--- src/rtl/uart_boot_pkg.sv ---
// Shared types and constants for the UART boot loader.
// Holds the loader FSM encoding and protocol reply bytes.
package uart_boot_pkg;

  typedef enum logic [3:0] {
    S_WAIT_CMD,
    S_RX_WORD,
    S_WRITE,
    S_RX_CSUM,
    S_ACK,
    S_ACK_W,
    S_NAK,
    S_NAK_W,
    S_RUN,
    S_DUMP_RD,
    S_DUMP_LAT,
    S_DUMP_TX
  } state_t;

  localparam logic [7:0] ACK_BYTE = 8'h06;
  localparam logic [7:0] NAK_BYTE = 8'h15;

  function automatic int bytes_per_word(input int w);
    return (w + 7) / 8;
  endfunction

endpackage

--- src/rtl/uart_boot_loader_p_uart_rx_tx.sv ---
// 8N1 UART receiver and transmitter, CLK_DIV clocks per bit.
// All timing counts only enabled clocks, so ena stretches the line rate.
module uart_rx_tx #(
  parameter int CLK_DIV = 868
) (
  input  logic       clk,
  input  logic       rst_n,
  input  logic       ena,
  input  logic       rx,
  input  logic       rx_en,
  output logic       byte_valid,
  output logic       framing_err,
  output logic [7:0] byte_data,
  input  logic       send,
  input  logic [7:0] tx_data,
  output logic       busy,
  output logic       tx
);

  localparam int CW = $clog2(CLK_DIV);
  localparam logic [CW-1:0] DIV_M1 = CW'(CLK_DIV - 1);
  localparam logic [CW-1:0] HALF_M1 = CW'(CLK_DIV / 2 - 1);

  logic          r_rx_s1, r_rx_s2, r_rx_s3;
  logic          r_rx_act;
  logic [CW-1:0] r_rx_cnt;
  logic [3:0]    r_rx_bit;
  logic [7:0]    r_rx_sh;
  logic          r_rx_bv, r_rx_fe;

  logic [9:0]    r_tx_sh;
  logic          r_tx_busy;
  logic [CW-1:0] r_tx_cnt;
  logic [3:0]    r_tx_bit;

  // Receiver: sync rx, find start edge, sample mid-bit, check stop bit.
  always_ff @(posedge clk or negedge rst_n) begin
    if (!rst_n) begin
      r_rx_s1  <= 1'b1;
      r_rx_s2  <= 1'b1;
      r_rx_s3  <= 1'b1;
      r_rx_act <= 1'b0;
      r_rx_cnt <= '0;
      r_rx_bit <= '0;
      r_rx_sh  <= '0;
      r_rx_bv  <= 1'b0;
      r_rx_fe  <= 1'b0;
    end else if (ena) begin
      r_rx_s1 <= rx;
      r_rx_s2 <= r_rx_s1;
      r_rx_s3 <= r_rx_s2;
      r_rx_bv <= 1'b0;
      r_rx_fe <= 1'b0;
      if (!r_rx_act) begin
        if (rx_en && r_rx_s3 && !r_rx_s2) begin
          r_rx_act <= 1'b1;
          r_rx_cnt <= HALF_M1;
          r_rx_bit <= '0;
        end
      end else if (r_rx_cnt != '0) begin
        r_rx_cnt <= r_rx_cnt - CW'(1);
      end else begin
        r_rx_cnt <= DIV_M1;
        if (r_rx_bit == 4'd0) begin
          if (r_rx_s2) r_rx_act <= 1'b0;
          r_rx_bit <= 4'd1;
        end else if (r_rx_bit == 4'd9) begin
          r_rx_act <= 1'b0;
          if (r_rx_s2) r_rx_bv <= 1'b1;
          else r_rx_fe <= 1'b1;
        end else begin
          r_rx_sh  <= {r_rx_s2, r_rx_sh[7:1]};
          r_rx_bit <= r_rx_bit + 4'd1;
        end
      end
    end
  end

  // Transmitter: load a full frame on send, shift it out LSB first.
  always_ff @(posedge clk or negedge rst_n) begin
    if (!rst_n) begin
      r_tx_sh   <= '1;
      r_tx_busy <= 1'b0;
      r_tx_cnt  <= '0;
      r_tx_bit  <= '0;
    end else if (ena) begin
      if (!r_tx_busy) begin
        if (send) begin
          r_tx_sh   <= {1'b1, tx_data, 1'b0};
          r_tx_busy <= 1'b1;
          r_tx_cnt  <= DIV_M1;
          r_tx_bit  <= '0;
        end
      end else if (r_tx_cnt != '0) begin
        r_tx_cnt <= r_tx_cnt - CW'(1);
      end else if (r_tx_bit == 4'd9) begin
        r_tx_busy <= 1'b0;
      end else begin
        r_tx_sh  <= {1'b1, r_tx_sh[9:1]};
        r_tx_bit <= r_tx_bit + 4'd1;
        r_tx_cnt <= DIV_M1;
      end
    end
  end

  assign byte_valid  = r_rx_bv;
  assign framing_err = r_rx_fe;
  assign byte_data   = r_rx_sh;
  assign busy        = r_tx_busy;
  assign tx          = r_tx_sh[0];

endmodule

--- src/rtl/uart_boot_loader_p.sv ---
// UART boot loader: uploads a checksummed RAM image, releases the CPU,
// and can dump RAM back over tx on command or scan_memory request.
module uart_boot_loader_p
  import uart_boot_pkg::*;
#(
  parameter int         ADDR_W     = 6,
  parameter int         DATA_W     = 16,
  parameter int         CLK_DIV    = 868,
  parameter logic [7:0] CMD_UPLOAD = 8'h55,
  parameter logic [7:0] CMD_DUMP   = 8'h44
) (
  input  logic              clk,
  input  logic              rst_n,
  input  logic              ena,
  input  logic              rx,
  output logic              tx,
  input  logic              scan_memory,
  output logic              boot,
  input  logic [DATA_W-1:0] ram_out,
  output logic              ram_rw,
  output logic              ram_enable,
  output logic [ADDR_W-1:0] ram_adr,
  output logic [DATA_W-1:0] ram_in
);

  localparam int BPW = bytes_per_word(DATA_W);
  localparam int SW = BPW * 8;
  localparam logic [2:0] BPW_N = 3'(BPW);
  localparam logic [2:0] BPW_M1 = 3'(BPW - 1);

  state_t            r_state, w_nx;
  logic [ADDR_W-1:0] r_adr;
  logic [SW-1:0]     r_shift;
  logic [7:0]        r_csum;
  logic [2:0]        r_bcnt;
  logic              r_from_run;
  logic              r_scan_d;

  logic       w_bv, w_fe, w_busy;
  logic [7:0] w_byte, w_txb;
  logic       w_send, w_rx_en;
  logic       w_start_up, w_start_dump;
  logic       w_take, w_inc, w_ld, w_pop, w_clr;
  logic       w_last, w_scan_rise, w_csum_ok;

  assign w_last      = &r_adr;
  assign w_scan_rise = scan_memory & ~r_scan_d;
  assign w_csum_ok   = (w_byte == 8'(~r_csum + 8'd1));

  uart_rx_tx #(
    .CLK_DIV(CLK_DIV)
  ) u_uart (
    .clk        (clk),
    .rst_n      (rst_n),
    .ena        (ena),
    .rx         (rx),
    .rx_en      (w_rx_en),
    .byte_valid (w_bv),
    .framing_err(w_fe),
    .byte_data  (w_byte),
    .send       (w_send),
    .tx_data    (w_txb),
    .busy       (w_busy),
    .tx         (tx)
  );

  // FSM state register.
  always_ff @(posedge clk or negedge rst_n) begin
    if (!rst_n) r_state <= S_WAIT_CMD;
    else if (ena) r_state <= w_nx;
  end

  // Next state plus datapath and UART control strobes.
  always_comb begin
    w_nx         = r_state;
    w_send       = 1'b0;
    w_txb        = 8'h00;
    w_rx_en      = 1'b1;
    w_start_up   = 1'b0;
    w_start_dump = 1'b0;
    w_take       = 1'b0;
    w_inc        = 1'b0;
    w_ld         = 1'b0;
    w_pop        = 1'b0;
    w_clr        = 1'b0;
    unique case (r_state)
      S_WAIT_CMD: begin
        if (w_fe) begin
          w_nx = S_NAK;
        end else if (w_bv && w_byte == CMD_UPLOAD) begin
          w_nx       = S_RX_WORD;
          w_start_up = 1'b1;
        end else if (w_bv && w_byte == CMD_DUMP) begin
          w_nx         = S_DUMP_RD;
          w_start_dump = 1'b1;
        end
      end
      S_RX_WORD: begin
        if (w_fe) begin
          w_nx = S_NAK;
        end else if (w_bv) begin
          w_take = 1'b1;
          if (r_bcnt == BPW_M1) w_nx = S_WRITE;
        end
      end
      S_WRITE: begin
        if (w_last) begin
          w_nx = S_RX_CSUM;
        end else begin
          w_inc = 1'b1;
          w_nx  = S_RX_WORD;
        end
      end
      S_RX_CSUM: begin
        if (w_fe) w_nx = S_NAK;
        else if (w_bv) w_nx = w_csum_ok ? S_ACK : S_NAK;
      end
      S_ACK: begin
        if (!w_busy) begin
          w_send = 1'b1;
          w_txb  = ACK_BYTE;
          w_nx   = S_ACK_W;
        end
      end
      S_ACK_W: begin
        if (!w_busy) w_nx = S_RUN;
      end
      S_NAK: begin
        if (!w_busy) begin
          w_send = 1'b1;
          w_txb  = NAK_BYTE;
          w_nx   = S_NAK_W;
        end
      end
      S_NAK_W: begin
        if (!w_busy) begin
          w_clr = 1'b1;
          w_nx  = S_WAIT_CMD;
        end
      end
      S_RUN: begin
        if (w_bv && w_byte == CMD_UPLOAD) begin
          w_nx       = S_RX_WORD;
          w_start_up = 1'b1;
        end else if (w_scan_rise || (w_bv && w_byte == CMD_DUMP)) begin
          w_nx         = S_DUMP_RD;
          w_start_dump = 1'b1;
        end
      end
      S_DUMP_RD: begin
        w_rx_en = 1'b0;
        w_nx    = S_DUMP_LAT;
      end
      S_DUMP_LAT: begin
        w_rx_en = 1'b0;
        w_ld    = 1'b1;
        w_nx    = S_DUMP_TX;
      end
      S_DUMP_TX: begin
        w_rx_en = 1'b0;
        if (!w_busy) begin
          if (r_bcnt == BPW_N) begin
            if (w_last) begin
              w_nx = r_from_run ? S_RUN : S_WAIT_CMD;
            end else begin
              w_inc = 1'b1;
              w_nx  = S_DUMP_RD;
            end
          end else begin
            w_send = 1'b1;
            w_txb  = r_shift[SW-1 -: 8];
            w_pop  = 1'b1;
          end
        end
      end
      default: w_nx = S_WAIT_CMD;
    endcase
  end

  // Address, word shifter, byte counter and checksum datapath.
  always_ff @(posedge clk or negedge rst_n) begin
    if (!rst_n) begin
      r_adr      <= '0;
      r_shift    <= '0;
      r_csum     <= '0;
      r_bcnt     <= '0;
      r_from_run <= 1'b0;
      r_scan_d   <= 1'b0;
    end else if (ena) begin
      r_scan_d <= scan_memory;
      if (w_start_up) begin
        r_adr  <= '0;
        r_csum <= '0;
        r_bcnt <= '0;
      end
      if (w_start_dump) begin
        r_adr      <= '0;
        r_from_run <= (r_state == S_RUN);
      end
      if (w_take) begin
        r_shift <= SW'({r_shift, w_byte});
        r_csum  <= r_csum + w_byte;
        r_bcnt  <= (r_bcnt == BPW_M1) ? 3'd0 : r_bcnt + 3'd1;
      end
      if (w_inc) r_adr <= r_adr + ADDR_W'(1);
      if (w_ld) begin
        r_shift <= SW'(ram_out);
        r_bcnt  <= '0;
      end
      if (w_pop) begin
        r_shift <= r_shift << 8;
        r_bcnt  <= r_bcnt + 3'd1;
      end
      if (w_clr) r_csum <= '0;
    end
  end

  assign boot       = (r_state != S_RUN);
  assign ram_enable = ena & ((r_state == S_WRITE) | (r_state == S_DUMP_RD));
  assign ram_rw     = (r_state == S_WRITE);
  assign ram_adr    = r_adr;
  assign ram_in     = (r_state == S_WRITE) ? r_shift[DATA_W-1:0] : '0;

endmodule

--- config.mk ---
export PLATFORM = sky130hd
export DESIGN_NAME = uart_boot_loader_p
export DESIGN_NICKNAME = d
export VERILOG_FILES = /design/src/rtl/uart_boot_pkg.sv /design/src/rtl/uart_boot_loader_p_uart_rx_tx.sv /design/src/rtl/uart_boot_loader_p.sv
export SDC_FILE = /design/constraint.sdc
export NUM_CORES = 1
export LEC_CHECK = 0
export BUFFER_PORTS_ARGS = -buffer_cell sky130_fd_sc_hd__buf_2
export CORE_MARGIN = 2
export CORE_UTILIZATION = 40
export DETAILED_ROUTE_END_ITERATION = 10
export SETUP_SLACK_MARGIN = 0.05
export SYNTH_ARGS = -nofsm -noshare
export SYNTH_HDL_FRONTEND = slang
export SYNTH_SLANG_ARGS = --single-unit
--- constraint.sdc ---
create_clock -name clk -period 6.66 [get_ports clk]
set_input_delay 0.666 -clock clk [delete_from_list [all_inputs] [get_ports clk]]
set_output_delay 0.666 -clock clk [all_outputs]
set_load 0.01 [all_outputs]
Yosys cells after proc, flatten, opt, wreduce, memory -nomap -nowiden
Index checks and enable logic that the tools add are counted.
{"block": "totals", "mem_bits_ro": 0, "elab_cells": 202, "mem_bits_rw": 0, "out_inout_bits": 26, "regBits": 92, "in_bits": 21, "mem_count": 0, "latch_bits": 0}
{"block": "classes", "n_div": 0, "order_cmp": 0, "bitwise": 8, "multipliers": 0, "n_shift": 0, "n_addsub": 8, "n_eq_ne": 35, "muxes": 101, "reduce_logical": 30}
{"op": "$mux 10", "n": 11}
{"op": "$mux 4", "n": 27}
{"op": "$mux 16", "n": 4}
{"op": "$pmux 4 s12", "n": 1}
{"op": "$mux 1", "n": 39}
{"op": "$mux 8", "n": 4}
{"op": "$eq 4x4->1 const B", "n": 6}
{"op": "$pmux 8 s3", "n": 1}
{"op": "$reduce_bool 10->1", "n": 2}
{"op": "$sub 10x1->10 const B", "n": 2}
{"op": "$mux 6", "n": 3}
{"op": "$ne 2x2->1 const B", "n": 9}
{"op": "$eq 4x3->1 const B", "n": 4}
{"op": "$eq 8x7->1 const B", "n": 2}
{"op": "$mux 3", "n": 5}
{"op": "$reduce_and 12->1", "n": 1}
{"op": "$reduce_and 2->1", "n": 6}
{"op": "$ne 3x3->1 const B", "n": 3}
{"op": "$reduce_bool 3->1", "n": 3}
{"op": "$add 4x1->4 const B", "n": 2}
{"op": "$add 8x1->8 const B", "n": 1}
{"op": "$add 8x8->8", "n": 1}
{"op": "$eq 4x2->1 const B", "n": 2}
{"op": "$eq 8x8->1", "n": 1}
{"op": "27 further kinds", "n": 42}

Logic depth before layout (Yosys ltp)
{"block": "depth", "depth_word": 9, "ltp_mapped": 9, "depth_no_buf": 8}

By module
From an unflattened synthesis, not the netlist that was laid out.
{"block": "hier_totals", "cells_unflattened": 647, "area_unflattened_um2": 5860.6}
{"mod": "uart_boot_loader_p", "seq_area_each_um2": 975.9, "area_per_inst_um2": 3051.7, "cells_each": 362, "instances": 1}
{"mod": "uart_rx_tx", "seq_area_each_um2": 1316.3, "area_per_inst_um2": 2808.9, "cells_each": 285, "instances": 1}

Worst setup path before layout
OpenSTA, ideal clock, no wires.
{"block": "synth_timing", "path_type": "flip-flop to flip-flop", "from": "register u_uart.r_rx_cnt[0]", "to": "register u_uart.r_rx_sh[0], in the netlist u_uart.byte_data[0]", "stages_incl_launch_ff": 8, "slack_ns": 4.383, "period_less_slack_ns": 2.277, "n_path_buf": 0, "t_arrival_ns": 2.152, "setup_ns": 0.125, "required_time_ns": 6.535, "path_cell_list": "dfrtp_1 -> inv_1 -> ha_1 -> or4b_1 -> nor4b_4 -> nand2_1 -> nor2_4 -> mux2_2"}
{"block": "synth_between", "elab_chain_len": 3}
{"item": "start, declared", "line": "uart_boot_loader_p_uart_rx_tx.sv:26", "text": "logic [CW-1:0] r_rx_cnt;"}
{"item": "start signal, assigned", "line": "uart_boot_loader_p_uart_rx_tx.sv:61", "text": "r_rx_cnt <= r_rx_cnt - CW'(1);"}
{"item": "$reduce_bool 10->1", "line": "uart_boot_loader_p_uart_rx_tx.sv:60", "text": "end else if (r_rx_cnt != '0) begin"}
{"item": "$not 1->1 (no source line)"}
{"item": "$reduce_and 5->1 (no source line)"}
{"item": "end signal, assigned", "line": "uart_boot_loader_p_uart_rx_tx.sv:72", "text": "r_rx_sh <= {r_rx_s2, r_rx_sh[7:1]};"}
{"item": "end, declared", "line": "uart_boot_loader_p_uart_rx_tx.sv:28", "text": "logic [7:0] r_rx_sh;"}
No other way between the ends.
A chain may end at the register's enable or synchronous reset.

Final worst setup path
{"block": "layout_timing", "from": "register u_uart.r_tx_cnt[0]", "to": "register u_uart.r_tx_cnt[8]"}
{"block": "layout_between", "elab_chain_len": 3, "word_cells_on_any_way": 6, "classes_between": "1 x add/sub; 1 x eq/ne; 2 x mux; 2 x reduce/logical"}
{"item": "start, declared", "line": "uart_boot_loader_p_uart_rx_tx.sv:33", "text": "logic [CW-1:0] r_tx_cnt;"}
{"item": "start signal, assigned", "line": "uart_boot_loader_p_uart_rx_tx.sv:95", "text": "r_tx_cnt <= r_tx_cnt - CW'(1);"}
{"item": "$sub 10x1->10 or $reduce_bool 10->1 (tied branches)", "line": "uart_boot_loader_p_uart_rx_tx.sv:95, uart_boot_loader_p_uart_rx_tx.sv:94"}
{"item": "$mux 10 or $ne 3x3->1 (tied branches)"}
{"item": "$mux 10 or $reduce_and 3->1 (tied branches)"}
Several ways; a longest one is shown, not always the timed one.

==> impl_metrics.csv <==
group,metric,value,unit
outcome,status,"completed",
setup_path,cp-start-kind,"register",
logic_synthesis,synth_seq_cells,91,
finish,nets,674,
finish,drive_gt1_frac,0.172,
clock_tree,cts_resized,0,
setup_path,critPathCaptureType,"register",
grt,grt_max_degree,48,
setup_path,cp.required,6930,ps
logic_synthesis,synth.most_common_cell,"dfrtp_1",
timing,finalHoldViolations,0,
floorplanning,initial_core_util,0.410,
hold_path,hp-class,"in2async",
clock_tree,worstSkewPairLatency,350,ps
pwr,power.leakage,2.71,nW
setup_path,critPathLaunch,"u_uart.r_tx_cnt[0]$_DFFE_PN0P_",
setup_path,criticalPathCategory,"reg2reg",
grt,grt_pass1_vias,4423,
clock_tree,clockBufferDepth,2,
place,gp_congestion,0.839,
timing,max_slew_margin,0.230,
floorplanning,coreArea,0.0132,mm^2
grt,grt_pass1_wl,21500,um
timing,period_share,0.449,
clock_tree,clock-sinks,91,
floorplanning,die_area,0.0145,mm^2
timing,worstMarginPinSlew,1140,ps
finish,area_delta_synth_final,13.9,%
place,portBuffers,46,
logic_synthesis,synth_top_area_cell,"dfrtp_1",
logic_synthesis,synth_seq_area_share,0.423,
logic_synthesis,synthCells,596,
timing,fin_crit,2990,ps
timing,timing.fmax,334,MHz
timing,grt_setup_unrepaired,"no",
route,dr_total_vias,4475,
finish,fillers,1309,
route,drc,0,
floorplanning,num_rows,42,
clock_tree,postCtsSetupBuffers,0,
finish,fin_util,0.466,
logic_synthesis,netlist.area_leader.share,0.364,
pwr,power_density,363,mW/mm^2
clock_tree,tritoncts,"done",
route,wl_per_cell,15.4,um
route,viasPerCell,5.50,
clock_tree,cts_hold_buf,0,
logic_synthesis,syn_area_per_cell,9.10,um^2
logic_synthesis,synth_cell_type_count,70,
logic_synthesis,syn_nets,637,
setup_path,rr_worst_depth,8,
logic_synthesis,yosys-top-cells-count,"79 x dfrtp_1, 67 x o21ai_0, 63 x nand2_1, 39 x nor2_1, 32 x a21oi_1",
timing,tns,0,ps
logic_synthesis,synth_area_leaders,"dfrtp_1 36%, o21ai_0 6.2%, dfstp_2 5.8%, ha_1 4.4%, nand2_1 4.4%",
floorplanning,die_y,120,um
clock_tree,htree_levels,3,
clock_tree,cts-root-buf,"clkbuf_16",
setup_path,worstPathArrival,3260,ps
clock_tree,cts.clk_slew.worst_paths,60,ps
grt,grt_usage,0.184,
timing,fin_skew,5.81,ps
flow_run,cap_viol_max_count,0,
pwr,ir_drop,223,uV
timing,drv_slew,0,
logic_synthesis,async_flop_share,1.00,
pwr,total_power,2.24,mW
finish,diodes,0,
logic_synthesis,yosys_warnings,0,
setup_path,cp_max_fo,11,
timing,finalSetupViolations,0,
logic_synthesis,synth-edff-count,0,
logic_synthesis,synth_ff_type,"dfrtp_1",
route,ant_nets,0,
place,place_hpwl,8720,um
route,drt_iter0_drc,294,
route,postRouteWirelength,12500,um
setup_path,r2r_slack,3670,ps
clock_tree,numCtsBuffers,9,
logic_synthesis,syn_area,0.00542,mm^2
floorplanning,die_x,120,um
grt,antenna_found_initial,0,
setup_path,r2r_start,"u_uart.r_tx_cnt[0]$_DFFE_PN0P_",
grt,globalRouteOverflowTotal,0,
route,drt_pass1_iterations,4,
floorplanning,top_level_ports,47,
setup_path,worstReg2RegEnd,"u_uart.r_tx_cnt[8]$_DFFE_PN0P_",
area by class of cell:
type                       instances  area (um^2)  share of cell area
multi-input combinational        460         2960               0.479
sequential                        91         2290               0.371
clock buffer                      12          267              0.0432
timing repair buffer              50          263              0.0425
tap                              176          220              0.0357
clock inverter                     4         95.1              0.0154
inverter                          21         78.8              0.0128
critical path: stages (launching register included):
cell and delay [ps]:
dfrtp_1 370, inv_1 90, ha_1 210, or4b_4 510
o311ai_1 980, o21ai_1 360, nand3_1 170, o21ai_0 90
a21oi_1 140
flip-flops by register name, indices dropped and copies added (netlist names):
name / cells
u_uart.r_rx_cnt: 10
r_csum: 8
u_uart.framing_err: 1
ram_adr: 6
r_bcnt: 3
r_state: 4
u_uart.r_tx_sh: 9
u_uart.r_rx_act: 1
u_uart.byte_valid: 1
u_uart.r_tx_cnt: 10
r_from_run: 1
u_uart.r_tx_bit: 4
u_uart.r_rx_s3: 1
r_shift: 16
u_uart.busy: 1
u_uart.byte_data: 8
u_uart.r_rx_s2: 1
r_scan_d: 1
u_uart.r_rx_bit: 4
u_uart.r_rx_s1: 1
cell usage in the layout (no fill, tap or decap), types with 16 or more instances in the layout:
cell     instances
inv_1           21
nand3_1         22
mux2_2          16
o21ai_0         67
buf_2           45
nor2_1          39
ha_1            19
nor3_1          18
nand2_1         63
and2_1          22
a21oi_1         32
dfrtp_1         79
cells by family after synthesis:
group	share of synthesized area
xor+xnor	0.0323
buf+inv	0.0332
flops	0.423
mux	0.0498
fa+ha+maj	0.0475
compound gates	0.199
simple gates	0.215
power breakdown:
part,leakage (nW),internal (mW),total (mW),switching (mW)
clock network,0.179,0.397,0.608,0.211
logic,1.38,0.297,0.686,0.389
registers,1.15,0.742,0.950,0.208
total,2.71,1.44,2.24,0.808
through the flow:
stage | instances | hold slack, ps | worst slack (ps) | area [um^2]
finish | 814 | 314 | 3670 | 6180
global route | 814 | 365 | 3390 | 6180
CTS | 814 | 344 | 3720 | 6180
detailed placement | 798 | 475 | 3750 | 5810
global placement | 798 | 470 | 3790 | 5810
floorplan | 596 | 370 | 4380 | 5420
worst max-delay path by stage:
stage	end	cells after the start	slack (ps)
finish	u_uart.r_tx_cnt[8]$_DFFE_PN0P_	8	3670
global placement	u_uart.r_tx_cnt[8]$_DFFE_PN0P_	8	3790
CTS	u_uart.r_tx_cnt[8]$_DFFE_PN0P_	8	3720
global route	u_uart.r_tx_cnt[8]$_DFFE_PN0P_	8	3390
detailed placement	u_uart.r_tx_cnt[8]$_DFFE_PN0P_	8	3750
floorplan	u_uart.byte_data[0]$_DFFE_PN0P_	7	4380
metal layers:
metal  global-route usage  part of all wire
met4               0.0465            0.0094
met1                0.250              0.48
met3               0.0481             0.037
met5                    0                 0
met2                0.292              0.47
Power figures use the tool's default switching activity.
